--- src/rtl/matmul_load_ctrl_pkg.sv ---
// Shared definitions for the matrix operand loader.
//  - FSM state encodings (2 bit, legacy localparam style)
//  - err bit indices
//  - index-width and element bit-offset helpers used by the top and the shadow banks
package matmul_load_ctrl_pkg;

  localparam logic [1:0] ST_IDLE   = 2'd0;
  localparam logic [1:0] ST_COMMIT = 2'd1;
  localparam logic [1:0] ST_REQ    = 2'd2;
  localparam logic [1:0] ST_DRAIN  = 2'd3;

  localparam int ERR_ADDR    = 0;  // write address out of range
  localparam int ERR_GO_BUSY = 1;  // go while a request is in flight
  localparam int ERR_TIMEOUT = 2;  // compute_done never arrived

  // Width of a row/column index; kept at least 1 bit so a 1-wide matrix still has a port.
  function automatic int idx_w(input int n);
    return (n > 1) ? $clog2(n) : 1;
  endfunction

  // LSB of element (r,c) in a row-major flat bus of m columns, w bits per element.
  function automatic int elem_lsb(input int r, input int c, input int m, input int w);
    return (r * m + c) * w;
  endfunction

endpackage

--- src/rtl/matmul_load_ctrl_matrix_wr_bank.sv ---
// matrix_wr_bank: N x M shadow register array for one operand matrix.
//  clk, reset   : clock, asynchronous active-low reset (array clears to zero)
//  wr_en        : write strobe for this bank
//  wr_row/col   : element address
//  wr_data      : element value
//  flat         : whole array, row-major, element (r,c) at [(r*M+c)*WIDTH +: WIDTH]
//  addr_err     : high while wr_en is asserted with an out-of-range address (write dropped)
module matrix_wr_bank
  import matmul_load_ctrl_pkg::*;
#(
  parameter int MATRIX_N = 3,
  parameter int MATRIX_M = 3,
  parameter int WIDTH    = 16
) (
  input  logic                               clk,
  input  logic                               reset,
  input  logic                               wr_en,
  input  logic [idx_w(MATRIX_N)-1:0]         wr_row,
  input  logic [idx_w(MATRIX_M)-1:0]         wr_col,
  input  logic [WIDTH-1:0]                   wr_data,
  output logic [MATRIX_N*MATRIX_M*WIDTH-1:0] flat,
  output logic                               addr_err
);

  logic in_range;

  // Index widths are rounded up to a power of two, so e.g. row 3 is encodable for N=3.
  assign in_range = (int'(wr_row) < MATRIX_N) && (int'(wr_col) < MATRIX_M);
  assign addr_err = wr_en && !in_range;

  // NOTE: this array is small and downstream logic must see zeros after reset, so it is
  // reset like any control register; large RAM-style arrays would normally be left unreset.
  always_ff @(posedge clk or negedge reset) begin
    if (!reset) begin
      flat <= '0;
    end else if (wr_en && in_range) begin
      flat[elem_lsb(int'(wr_row), int'(wr_col), MATRIX_M, WIDTH) +: WIDTH] <= wr_data;
    end
  end

endmodule

--- src/rtl/matmul_load_ctrl.sv ---
// matmul_load_ctrl: loads operand matrices A and B element-serially into shadow banks,
// commits them to the flat buses feeding the display/compute block, and runs the
// read_ready/compute_done handshake. Shadow banks stay writable in every state, so the
// next operand pair can be loaded while the current pair is being computed.
//  clk, reset     : clock, asynchronous active-low reset
//  wr_en/sel/row/col/data : element write port (sel 0 = A, 1 = B)
//  go             : 1-cycle request to commit shadow banks and start a compute
//  compute_done   : level from the compute block, high when the result is ready
//  matrix_a/b     : active operand buses, change only on the commit edge
//  read_ready     : operands valid, compute requested
//  busy           : FSM not idle
//  done           : 1-cycle pulse when compute_done is accepted
//  err            : sticky [0] addr range, [1] go while busy, [2] timeout; cleared by an accepted go
module matmul_load_ctrl
  import matmul_load_ctrl_pkg::*;
#(
  parameter int MATRIX_N    = 3,
  parameter int MATRIX_M    = 3,
  parameter int WIDTH       = 16,
  parameter int TIMEOUT_CYC = 1048576
) (
  input  logic                               clk,
  input  logic                               reset,
  input  logic                               wr_en,
  input  logic                               wr_sel,
  input  logic [idx_w(MATRIX_N)-1:0]         wr_row,
  input  logic [idx_w(MATRIX_M)-1:0]         wr_col,
  input  logic [WIDTH-1:0]                   wr_data,
  input  logic                               go,
  input  logic                               compute_done,
  output logic [MATRIX_N*MATRIX_M*WIDTH-1:0] matrix_a,
  output logic [MATRIX_N*MATRIX_M*WIDTH-1:0] matrix_b,
  output logic                               read_ready,
  output logic                               busy,
  output logic                               done,
  output logic [2:0]                         err
);

  localparam int BUS_W = MATRIX_N * MATRIX_M * WIDTH;
  localparam int CNT_W = $clog2(TIMEOUT_CYC);
  localparam logic [CNT_W-1:0] CNT_LAST = CNT_W'(TIMEOUT_CYC - 1);

  logic [1:0]       state;
  logic [CNT_W-1:0] cnt;
  logic [BUS_W-1:0] shadow_a, shadow_b;
  logic             addr_err_a, addr_err_b;
  logic [2:0]       err_next;
  logic             timeout_hit;

  matrix_wr_bank #(.MATRIX_N(MATRIX_N), .MATRIX_M(MATRIX_M), .WIDTH(WIDTH)) u_bank_a (
    .clk      (clk),
    .reset    (reset),
    .wr_en    (wr_en && !wr_sel),
    .wr_row   (wr_row),
    .wr_col   (wr_col),
    .wr_data  (wr_data),
    .flat     (shadow_a),
    .addr_err (addr_err_a)
  );

  matrix_wr_bank #(.MATRIX_N(MATRIX_N), .MATRIX_M(MATRIX_M), .WIDTH(WIDTH)) u_bank_b (
    .clk      (clk),
    .reset    (reset),
    .wr_en    (wr_en && wr_sel),
    .wr_row   (wr_row),
    .wr_col   (wr_col),
    .wr_data  (wr_data),
    .flat     (shadow_b),
    .addr_err (addr_err_b)
  );

  assign read_ready  = (state == ST_REQ);
  assign busy        = (state != ST_IDLE);
  assign timeout_hit = (state == ST_REQ) && !compute_done && (cnt == CNT_LAST);

  // An accepted go wipes the sticky bits, but an event on that same edge still records.
  // NOTE: every output of this block gets a value before any condition, so no latch is inferred.
  always_comb begin
    err_next = err;
    if (state == ST_IDLE && go) err_next = '0;
    if (addr_err_a || addr_err_b)   err_next[ERR_ADDR]    = 1'b1;
    if (go && state != ST_IDLE)     err_next[ERR_GO_BUSY] = 1'b1;
    if (timeout_hit)                err_next[ERR_TIMEOUT] = 1'b1;
  end

  // NOTE: registers use non-blocking assignments so every flop samples pre-edge values;
  // this is what lets a same-edge shadow write and commit give the old value to active.
  always_ff @(posedge clk or negedge reset) begin
    if (!reset) begin
      state    <= ST_IDLE;
      cnt      <= '0;
      matrix_a <= '0;
      matrix_b <= '0;
      done     <= 1'b0;
      err      <= '0;
    end else begin
      done <= 1'b0;
      err  <= err_next;
      case (state)
        ST_IDLE: begin
          if (go) state <= ST_COMMIT;
        end
        ST_COMMIT: begin
          matrix_a <= shadow_a;
          matrix_b <= shadow_b;
          cnt      <= '0;
          state    <= ST_REQ;
        end
        ST_REQ: begin
          if (compute_done) begin
            done  <= 1'b1;
            state <= ST_DRAIN;
          end else if (cnt == CNT_LAST) begin
            state <= ST_DRAIN;
          end else begin
            cnt <= cnt + 1'b1;
          end
        end
        default: begin  // ST_DRAIN: wait for the compute block to drop its result flag
          if (!compute_done) state <= ST_IDLE;
        end
      endcase
    end
  end

endmodule

--- config.mk ---
export PLATFORM = sky130hd
export DESIGN_NAME = matmul_load_ctrl
export DESIGN_NICKNAME = d
export VERILOG_FILES = /design/src/rtl/matmul_load_ctrl_pkg.sv /design/src/rtl/matmul_load_ctrl_matrix_wr_bank.sv /design/src/rtl/matmul_load_ctrl.sv
export SDC_FILE = /design/constraint.sdc
export NUM_CORES = 1
export LEC_CHECK = 0
export CAP_MARGIN = 20
export CELL_PAD_IN_SITES_DETAIL_PLACEMENT = 2
export CELL_PAD_IN_SITES_GLOBAL_PLACEMENT = 2
export CORE_MARGIN = 2
export CORE_UTILIZATION = 40
export DETAILED_ROUTE_END_ITERATION = 10
export GPL_ROUTABILITY_DRIVEN = 1
export PLACE_DENSITY = 0.84
export SLEW_MARGIN = 30
export SYNTH_ARGS = -nofsm -noshare
export SYNTH_HDL_FRONTEND = slang
export SYNTH_SLANG_ARGS = --single-unit
--- constraint.sdc ---
create_clock -name clk -period 2.5 [get_ports clk]
set_clock_uncertainty 0.15 [all_clocks]
set_input_delay 0.5 -clock clk [delete_from_list [all_inputs] [get_ports clk]]
set_output_delay 0.5 -clock clk [all_outputs]
set_load 0.01 [all_outputs]
==> results of run 1 <==
-- stage by stage --
stage	utilization (%)	setup slack [ns]	total power (W)
2_1_floorplan	-	-1.56	0.0176
3_3_place_gp	49.3	-1.76	0.0219
3_5_place_dp	49.3	-1.87	0.0225
4_1_cts	54.0	-0.590	0.0331
5_1_grt	54.6	-0.712	0.0344
6_report	54.6	-0.680	0.0331
-- state kept, by name, summed over array words and instances, names as in the netlist --
| name | count |
|---|---|
| u_bank_b.flat | 144 |
| matrix_b | 144 |
| state | 2 |
| done | 1 |
| u_bank_a.flat | 144 |
| err | 3 |
| matrix_a | 144 |
| cnt | 20 |
-- how the worst max path moves through the flow --
stage                     startpoint            endpoint  slack (ns)  cells after the start
after floorplan            wr_row[0]   u_bank_a.flat[38]       -1.56                     14
after global placement     wr_row[0]   u_bank_a.flat[46]       -1.76                     13
after detailed placement   wr_row[0]   u_bank_a.flat[41]       -1.87                     13
after CTS                  wr_row[0]   u_bank_b.flat[46]       -0.59                     15
after global routing       wr_row[0]  u_bank_a.flat[111]       -0.71                     16
final                      wr_row[0]  u_bank_b.flat[100]       -0.68                     16
-- layer usage --
metal  GRT usage [%]  up-vias  routed length, um
met4            7.21        2               1740
met2            46.6      404              44900
li1                -     6429                  -
met3            4.63      100               3240
met5               0        -                 12
met1            34.9     8212              35800
-- kinds of logic (layout without fill, tap and decap cells) --
group / after synthesis / count (layout) / synth area share [%]
adders and majority gates: 12 / 12 / 0.653
DFF: 602 / 602 / 62.4
and+or+nand+nor: 194 / 195 / 4.97
xor gates and xnor gates: 16 / 16 / 0.793
muxes: 513 / 513 / 24.8
AOI/OAI and AO/OA: 114 / 114 / 4.10
other: 0 / 1 / 0
buffers and inverters: 108 / 605 / 2.31
-- final cells by class --
cell class / instances / area [um^2] / area share (%)
Clock inverter: 16 / 190 / 0.581
Tap cell: 782 / 978 / 2.99
Multi-Input combinational cell: 850 / 9350 / 28.5
Sequential cell: 602 / 15100 / 46.0
Timing Repair Buffer: 471 / 5010 / 15.3
Clock buffer: 102 / 2090 / 6.39
Inverter: 16 / 70.1 / 0.214
Antenna cell: 1 / 2.50 / 0.00764
-- what timing repair did --
item | CTS | global route
endpoints found under the hold margin | 108 | 0
hold buffers | 1 | 0
resized for setup | 82 | 56
cloned | 8 | 5
pin swaps | 16 | 37
buffers inserted | 19 | 12
setup endpoints to repair | 291 | 293
-- power by group --
group	leakage [nW]	internal (W)	switching, W
logic	6.10	0.00527	0.00420
registers	8.24	0.0118	0.00159
clock network	1.13	0.00618	0.00408
total	15.5	0.0232	0.00986
-- layout by cell type (no fill, tap or decap), drive strengths merged, types with 5 or more instances in the layout --
master / synthesis / layout
clkdlybuf4s50: 0 / 312
a22o: 65 / 65
and3: 6 / 6
o21ai: 13 / 13
dfrtp: 602 / 602
nor2b: 20 / 20
ha: 11 / 11
and2: 62 / 62
buf: 30 / 150
mux2: 506 / 506
a211oi: 12 / 12
nand3: 7 / 7
nor4: 7 / 7
nand4: 5 / 5
or4: 4 / 5
nor3: 7 / 7
mux2i: 7 / 7
nand2: 31 / 31
nor2: 22 / 22
xnor2: 14 / 14
a21oi: 6 / 6
inv: 16 / 17
clkinv: 0 / 10
clkbuf: 62 / 107
-- worst max-delay path: cells and delay by family --
family                     cells  cell delay (ns)
muxes                          2             0.73
buffers and inverters          8             0.83
AOI/OAI and AO/OA              3             0.62
adders and majority gates      3             0.82
==> flow_metrics.py, run 1 <==
metrics = {
    "run_status": {
        "status": "complete, but fails checks",
        "violations": "negative setup slack",
    },
    "yosys": {
        "yosysTopAreaCellShare_pct": 62.4,
        "seq_area_frac_synth_pct": 62.4,
        "async_flop_share_pct": 100,
        "netlist_area_mm2": 0.0241,
        "ys_dominant_reg_cell": "dfrtp_1",
        "syn-instance-count": 1559,
        "yosys-top-cells-area": "dfrtp_1, mux2_2, mux2_4, a22o_1, and2_1",
        "syn_nets": 1597,
        "yosysMostFrequentCell": "dfrtp_1",
        "ys_ff_latch": 602,
        "synth_area_leader_cell": "dfrtp_1",
        "yosysUniqueCellTypes": 62,
        "ys_warn_count": 0,
        "avgSynthCellArea_um2": 15.5,
        "synth-edff-count": 0,
        "yosys-top-cells-count": "dfrtp_1, mux2_2, a22o_1, and2_1, clkbuf_1",
    },
    "pwr": {
        "pwr_density_cell_mw_per_mm2": 1010,
        "leakagePower_nw": 15.5,
        "ir_worst_vdd_uv": 671,
    },
    "routing": {
        "first_pass_iters": 4,
        "avgRoutedWirePerCell_um": 30.2,
        "ant_nets": 0,
        "first_iter_violations": 784,
        "drt-total-wl_um": 85700,
        "drcViolationCount": 0,
        "via_per_inst": 5.33,
        "num_vias": 15100,
    },
    "setup_path": {
        "worstReg2RegStart": "state[0]",
        "crit_fanout": 8,
        "rr_worst_depth": 8,
        "cp-end-kind": "flop",
        "r2r_slack_ns": 0.24,
        "crit_arrival_ns": 3.50,
        "max_stage_delay_ns": 0.44,
        "crit_required_ns": 2.82,
        "cp_slowest_cell": "fa_2",
        "r2r_end": "cnt[12]",
        "critPathKind": "primary input to flop",
        "worst_setup_path_start_kind": "primary input",
        "path_cells": "buf_12 -> inv_8 -> ha_4 -> inv_4 -> fa_2 -> inv_2 -> ha_4 -> buf_6 -> buf_8 -> o211ai_1 -> mux2i_2 -> o21ai_4 -> a211oi_4 -> buf_4 -> buf_12 -> mux2_4",
    },
    "sta": {
        "slew_headroom_pct": 37.3,
        "hold-worst-slack_ns": 0.212,
        "worstMarginPinSlew_ns": 0.940,
        "period_needed_ns": 3.18,
        "finalSetupViolations": 288,
        "drv_slew": 0,
        "rsz0062_at_grt": "true",
        "layout_setup_ws_ns": -0.680,
        "fin_crit_sh_pct": 127,
        "hold_viol": 0,
        "tns_ns": -161.27,
        "clock.fmax_ghz": 0.314,
    },
    "clock_network": {
        "cts_tree": "yes",
        "clk_pin_slew_ns": 0.06,
        "cts_buffer_depth": 3,
        "clock-sinks": 602,
        "cts_root_buf": "clkbuf_16",
        "cts_made_buffers": 66,
        "cts_max_level": 3,
        "clkLatencyLatePin_ns": 0.60,
    },
    "global_routing": {
        "grt_pass1_wl_um": 124000,
        "grt_max_degree": 137,
        "grt_overflow": 0,
        "grt_use_total_pct": 26.9,
        "antenna_found_initial": 9,
        "grt_pass1_vias": 17600,
    },
    "placed_design": {
        "hpwl_um": 50800,
        "dpl_cell_area_mm2": 0.0296,
        "post-place-cells": 2681,
        "gp_congestion": 0.850,
        "io_buffers": 319,
    },
    "die": {
        "fp-row-count": 90,
        "initial_core_util_pct": 40.2,
        "io_pins": 320,
        "dieArea_mm2": 0.0623,
        "core_mm2": 0.0600,
        "die_x_um": 250,
        "die_h_um": 250,
    },
    "final_layout": {
        "final_area_mm2": 0.0328,
        "final_nets": 2045,
        "area_growth_pct": 35.7,
        "drive_gt1_share_pct": 41.7,
        "n_fill_cell": 5186,
        "layout.cells.non_filler": 2840,
    },
    "flow_run": {
        "drv_cap": 0,
    },
    "min_path": {
        "hold_path_class": "primary input to asynchronous set/reset pin",
    },
}
No activity file was read; power rests on OpenSTA's default activity.
==> run 2: changes to the inputs <==
--- a/config.mk
+++ b/config.mk
@@ -9,10 +9,11 @@
 export CELL_PAD_IN_SITES_DETAIL_PLACEMENT = 2
 export CELL_PAD_IN_SITES_GLOBAL_PLACEMENT = 2
 export CORE_MARGIN = 2
-export CORE_UTILIZATION = 40
+export CORE_UTILIZATION = 35
 export DETAILED_ROUTE_END_ITERATION = 10
 export GPL_ROUTABILITY_DRIVEN = 1
-export PLACE_DENSITY = 0.84
+export PLACE_DENSITY_LB_ADDON = 0.1
+export SKIP_CTS_REPAIR_TIMING = 1
 export SLEW_MARGIN = 30
 export SYNTH_ARGS = -nofsm -noshare
 export SYNTH_HDL_FRONTEND = slang
==> run 2 against run 1 <==
  * The flow still finishes with violations (negative setup slack)
  * Maximum frequency decreased by 5.2%
  * Wire length decreased by 11%
  * Non-clock buffer count unchanged
  * Critical path type unchanged
==> flow_metrics.py, run 2 (same netlist as run 1, synthesis figures left out) <==
metrics = {
    "pwr": {
        "p_switching_w": 0.00936,
        "leakagePower_nw": 15.4,
        "pwr_density_cell_mw_per_mm2": 990,
        "ir_worst_vdd_uv": 453,
        "swShare_pct": 28.9,
        "power_frac_clock_pct": 31.0,
        "power_frac_comb_pct": 28.1,
        "intPower_w": 0.0230,
        "p_total_w": 0.0324,
        "pwr-share-seq_pct": 40.8,
    },
    "routing": {
        "ant_nets": 0,
        "first_iter_violations": 701,
        "drcViolationCount": 0,
        "num_vias": 14800,
        "drt-total-wl_um": 75900,
        "via_per_inst": 5.03,
        "first_pass_iters": 4,
        "avgRoutedWirePerCell_um": 25.8,
    },
    "die": {
        "initial_core_util_pct": 35.3,
        "io_pins": 320,
        "core_mm2": 0.0685,
        "die_h_um": 267,
        "dieArea_mm2": 0.0711,
        "fp-row-count": 96,
        "die_x_um": 267,
    },
    "global_routing": {
        "use_met2_pct": 35.4,
        "grt_pass1_vias": 16800,
        "grt_use_total_pct": 21.1,
        "grt_pass1_wl_um": 112000,
        "grt_max_degree": 87,
        "grt.met1_usage_pct": 28.2,
        "antenna_found_initial": 11,
        "grt.met3_usage_pct": 3.65,
        "top_usage_layer": "met2",
        "grt_overflow": 0,
    },
    "sta": {
        "clock.fmax_ghz": 0.298,
        "worstMarginPinSlew_ns": 0.745,
        "fin_crit_sh_pct": 134,
        "rsz0062_at_grt": "true",
        "hold-worst-slack_ns": 0.287,
        "slew_headroom_pct": 50.3,
        "layout_setup_ws_ns": -0.855,
        "hold_viol": 0,
        "tns_ns": -196.52,
        "finalSetupViolations": 288,
        "period_needed_ns": 3.35,
        "drv_slew": 0,
    },
    "final_layout": {
        "mostFrequentLayoutCells": "dfrtp_1, mux2_2, clkdlybuf4s50_1",
        "layout.cells.non_filler": 2939,
        "drive_gt1_share_pct": 40.7,
        "n_fill_cell": 6342,
        "final_nets": 2047,
        "final_common_cell": "dfrtp_1",
        "area_growth_pct": 35.4,
        "final_area_mm2": 0.0327,
    },
    "setup_path": {
        "crit_fanout": 8,
        "worstReg2RegStart": "state[1]",
        "worst_setup_path_start_kind": "primary input",
        "crit_arrival_ns": 3.68,
        "r2r_slack_ns": 0.24,
        "crit_required_ns": 2.82,
        "critPathKind": "primary input to flop",
        "setup.worst_path.start": "wr_row[0]",
        "cp-end-kind": "flop",
    },
    "placed_design": {
        "io_buffers": 319,
        "dpl_cell_area_mm2": 0.0298,
        "gp_congestion": 0.752,
        "post-place-cells": 2793,
        "hpwl_um": 49100,
    },
    "run_status": {
        "violations": "negative setup slack",
        "status": "complete, but fails checks",
    },
    "clock_network": {
        "cts_buffer_depth": 3,
        "clk_pin_slew_ns": 0.05,
        "clkLatencyLatePin_ns": 0.60,
        "cts_root_buf": "clkbuf_16",
        "cts_max_level": 3,
        "cts_made_buffers": 68,
        "cts_tree": "yes",
        "clock-sinks": 602,
    },
    "min_path": {
        "hold_path_class": "primary input to asynchronous set/reset pin",
    },
    "flow_run": {
        "drv_cap": 0,
    },
}
run 2: changes by cell type in the layout (fill, tap and decap cells not counted), sizes merged:
cell	before	now
clkdlybuf4s50	312	303
diode	1	6
clkinv	10	7
dlymetal6s2s	2	5
buf	150	152
bufinv	4	5
clkbuf	107	108
clkinvlp	1	0
dlygate4sd2	1	0
inv	17	18
run 2: metrics by stage:
stage | util, % | setup WS, ns
6_report | 47.7 | -0.855
5_1_grt | 47.7 | -0.900
4_1_cts | 46.8 | -1.34
3_5_place_dp | 43.5 | -1.97
3_3_place_gp | 43.5 | -1.80
2_1_floorplan | - | -1.56
run 2: critical path, cell delays in order:
cell	delay, ns
buf_6	0.09
buf_6	0.12
buf_6	0.12
ha_4	0.17
fa_2	0.60
inv_2	0.06
ha_4	0.16
and3_4	0.15
ha_4	0.28
nand4b_1	0.19
buf_4	0.20
or4_4	0.54
clkbuf_16	0.20
mux2_4	0.29
run 2: power groups by stage:
stage | registers (W) | logic [W] | clock network (W)
after CTS | 0.0133 | 0.00913 | 0.0103
after global routing | 0.0135 | 0.00973 | 0.0107
final | 0.0132 | 0.00910 | 0.0100
after global placement | 0.0133 | 0.00884 | 0
after floorplan | 0.0133 | 0.00433 | 0
after detailed placement | 0.0134 | 0.00907 | 0
run 2: final cells by class:
type,count,area [um^2],area share [%]
Sequential cell,602,15100,46.1
Inverter,16,67.6,0.207
Clock buffer,98,1980,6.07
Tap cell,882,1100,3.38
Multi-Input combinational cell,850,9220,28.2
Antenna cell,6,15.0,0.0459
Timing Repair Buffer,471,4990,15.3
Clock inverter,14,236,0.724
run 2: per-layer routing:
layer	wire (um)	vias up
met4	1440	0
met3	4370	84
met2	37600	335
li1	-	6421
met1	32400	7929
met5	0	-
run 2: path summary, 6_finish.rpt:
| path | depth (start not counted) | to |
|---|---|---|
| worst min register to register | 2 | err[2] |
| min in group clk | 2 | err[2] |
| worst max-delay path | 14 | u_bank_a.flat[43] |
| max in group asynchronous | 4 | u_bank_a.flat[72] |
| worst max register to register | 7 | cnt[17] |
| worst min-delay path | 2 | u_bank_a.flat[56] |
==> run 3: changes to the inputs <==
--- a/config.mk
+++ b/config.mk
@@ -14,7 +14,7 @@
 export GPL_ROUTABILITY_DRIVEN = 1
 export PLACE_DENSITY_LB_ADDON = 0.1
 export SKIP_CTS_REPAIR_TIMING = 1
-export SLEW_MARGIN = 30
+export SLEW_MARGIN = 20
 export SYNTH_ARGS = -nofsm -noshare
 export SYNTH_HDL_FRONTEND = slang
 export SYNTH_SLANG_ARGS = --single-unit
==> constraint.sdc (replaced) <==
create_clock -name clk -period 3.7 [get_ports clk]
set_clock_uncertainty 0.15 [all_clocks]
set_input_delay 0.74 -clock clk [delete_from_list [all_inputs] [get_ports clk]]
set_output_delay 0.74 -clock clk [all_outputs]
set_load 0.01 [all_outputs]
==> run 3 against run 2 <==
  * The flow now finishes without violations
  * Critical path depth increased by 2
  * Sequential power decreased by 32%
  * Register-to-register slack improved by 0.86 ns
  * First-iteration DRC count decreased by 5.1%
  * Hold slack improved by 0.064 ns
  * Utilization decreased by 1.1 points
  * Cell count decreased by 1.1%
  * Power decreased by 34%
  * Sequential cell count unchanged
  * Critical path type unchanged
==> flow_metrics.py, run 3 (same netlist as run 1, synthesis figures left out) <==
metrics = {
    "routing": {
        "first_iter_violations": 665,
        "drcViolationCount": 0,
        "first_pass_iters": 4,
        "drt-total-wl_um": 72700,
        "num_vias": 14600,
        "ant_nets": 0,
        "avgRoutedWirePerCell_um": 25.0,
        "via_per_inst": 5.02,
    },
    "setup_path": {
        "max_stage_delay_ns": 0.57,
        "cp_slowest_cell": "fa_1",
        "crit_fanout": 7,
        "cp-end-kind": "flop",
        "crit_arrival_ns": 3.94,
        "crit_top_cell": "buf_4",
        "critPathKind": "primary input to flop",
        "crit_required_ns": 4.03,
        "worst_setup_path_start_kind": "primary input",
        "path_cells": "dlymetal6s2s_1 -> buf_6 -> buf_6 -> ha_4 -> fa_1 -> inv_1 -> ha_2 -> and3_4 -> ha_4 -> nand4b_1 -> buf_4 -> buf_4 -> nor4_4 -> buf_4 -> buf_12 -> mux2_2",
        "r2r_slack_ns": 1.10,
    },
    "clock_network": {
        "clk_pin_slew_ns": 0.06,
        "cts_tree": "yes",
        "cts_buffer_depth": 3,
        "clkLatencyLatePin_ns": 0.60,
        "cts_root_buf": "clkbuf_16",
        "cts_max_level": 3,
        "clock-sinks": 602,
        "cts_made_buffers": 69,
    },
    "global_routing": {
        "grt_overflow": 0,
        "grt_pass1_vias": 16700,
        "grt_max_degree": 166,
        "grt_pass1_wl_um": 110000,
        "antenna_found_initial": 11,
        "grt_use_total_pct": 20.7,
    },
    "die": {
        "die_h_um": 267,
        "initial_core_util_pct": 35.3,
        "die_x_um": 267,
        "io_pins": 320,
        "core_mm2": 0.0685,
        "fp-row-count": 96,
        "dieArea_mm2": 0.0711,
    },
    "sta": {
        "period_needed_ns": 3.61,
        "finalSetupViolations": 0,
        "hold_viol": 0,
        "tns_ns": 0,
        "fin_crit_sh_pct": 97.6,
        "slew_headroom_pct": 25.3,
        "clock.fmax_ghz": 0.277,
        "worstMarginPinSlew_ns": 1.12,
        "drv_slew": 0,
    },
    "flow_run": {
        "drv_cap": 0,
    },
    "final_layout": {
        "n_fill_cell": 6370,
        "final_common_cell": "dfrtp_1",
        "mostFrequentLayoutCells": "dfrtp_1, mux2_2, clkdlybuf4s50_1",
        "final_core_util_pct": 46.6,
        "final_nets": 2010,
        "layout.cells.non_filler": 2907,
        "area_growth_pct": 32.2,
        "drive_gt1_share_pct": 37.8,
    },
    "pwr": {
        "pwr_density_cell_mw_per_mm2": 674,
        "leakagePower_nw": 15.0,
        "ir_worst_vdd_uv": 686,
    },
    "placed_design": {
        "post-place-cells": 2777,
        "gp_congestion": 0.785,
        "io_buffers": 319,
        "hpwl_um": 48400,
    },
    "min_path": {
        "hold_path_class": "flop to flop",
    },
    "run_status": {
        "status": "completed",
    },
}
==> run 3: cell count changes in the layout (fill, tap and decap cells not counted), moves of 6 or more <==
cell             delta
buf_6               -6
buf_4              -15
clkbuf_1            +9
mux2_4             -15
clkbuf_16           -6
buf_12              -6
buf_2               -7
clkdlybuf4s50_1    +10
mux2_2             +15
==> run 3: layout make-up <==
cell class,count,area (um^2),area share [%]
flip-flops and latches,602,15100,47.2
multi-input cells,849,8990,28.2
repair buffers,434,4480,14.0
clock buffers,109,2070,6.48
well taps,882,1100,3.46
clock inverters,10,126,0.396
inverters,16,67.6,0.212
diodes,5,12.5,0.0392
==> run 3: critical path, delay by kind of cell <==
| family | cells | cell delay, ns |
|---|---|---|
| muxes | 1 | 0.33 |
| buffers and inverters | 8 | 1.11 |
| and+or+nand+nor | 3 | 0.55 |
| adders and majority gates | 4 | 1.20 |
==> run 3: final timing paths <==
check | start | to | cells after the start
min reg2reg | u_bank_b.flat[106] | matrix_b[106] | 1
min in group asynchronous | reset | cnt[13] | 2
max in group asynchronous | reset | u_bank_b.flat[11] | 4
max reg2reg | state[0] | state[1] | 6
max | wr_row[0] | u_bank_a.flat[58] | 16
min | u_bank_b.flat[106] | matrix_b[106] | 1
==> run 3: metrics by stage <==
step	area, um^2	total power (W)	worst slack [ns]	hold WS, ns
after detailed placement	29600	0.0150	-0.820	0.335
after global routing	31900	0.0226	-0.00462	0.367
after global placement	29600	0.0148	-0.763	0.326
after floorplan	24700	0.0119	-0.598	0.294
final	31900	0.0215	0.0890	0.351
after CTS	31800	0.0218	-0.200	-0.0948
==> run 3: routing by layer <==
layer  wire length, um  part of all wire, %  GRT usage (%)  vias up
met5                 0                    0              0        -
met4              1150                  1.6           4.11        0
met3              2880                  4.0           3.28       85
met2             36500                   50           35.4      279
met1             32100                   44           28.0     7879
li1                  -                    -              -     6355
==> run 3: power breakdown <==
| group | total [W] | switching (W) | internal [W] |
|---|---|---|---|
| logic | 0.00588 | 0.00250 | 0.00338 |
| clock network | 0.00667 | 0.00270 | 0.00397 |
| registers | 0.00895 | 0.000992 | 0.00796 |
| total | 0.0215 | 0.00619 | 0.0153 |
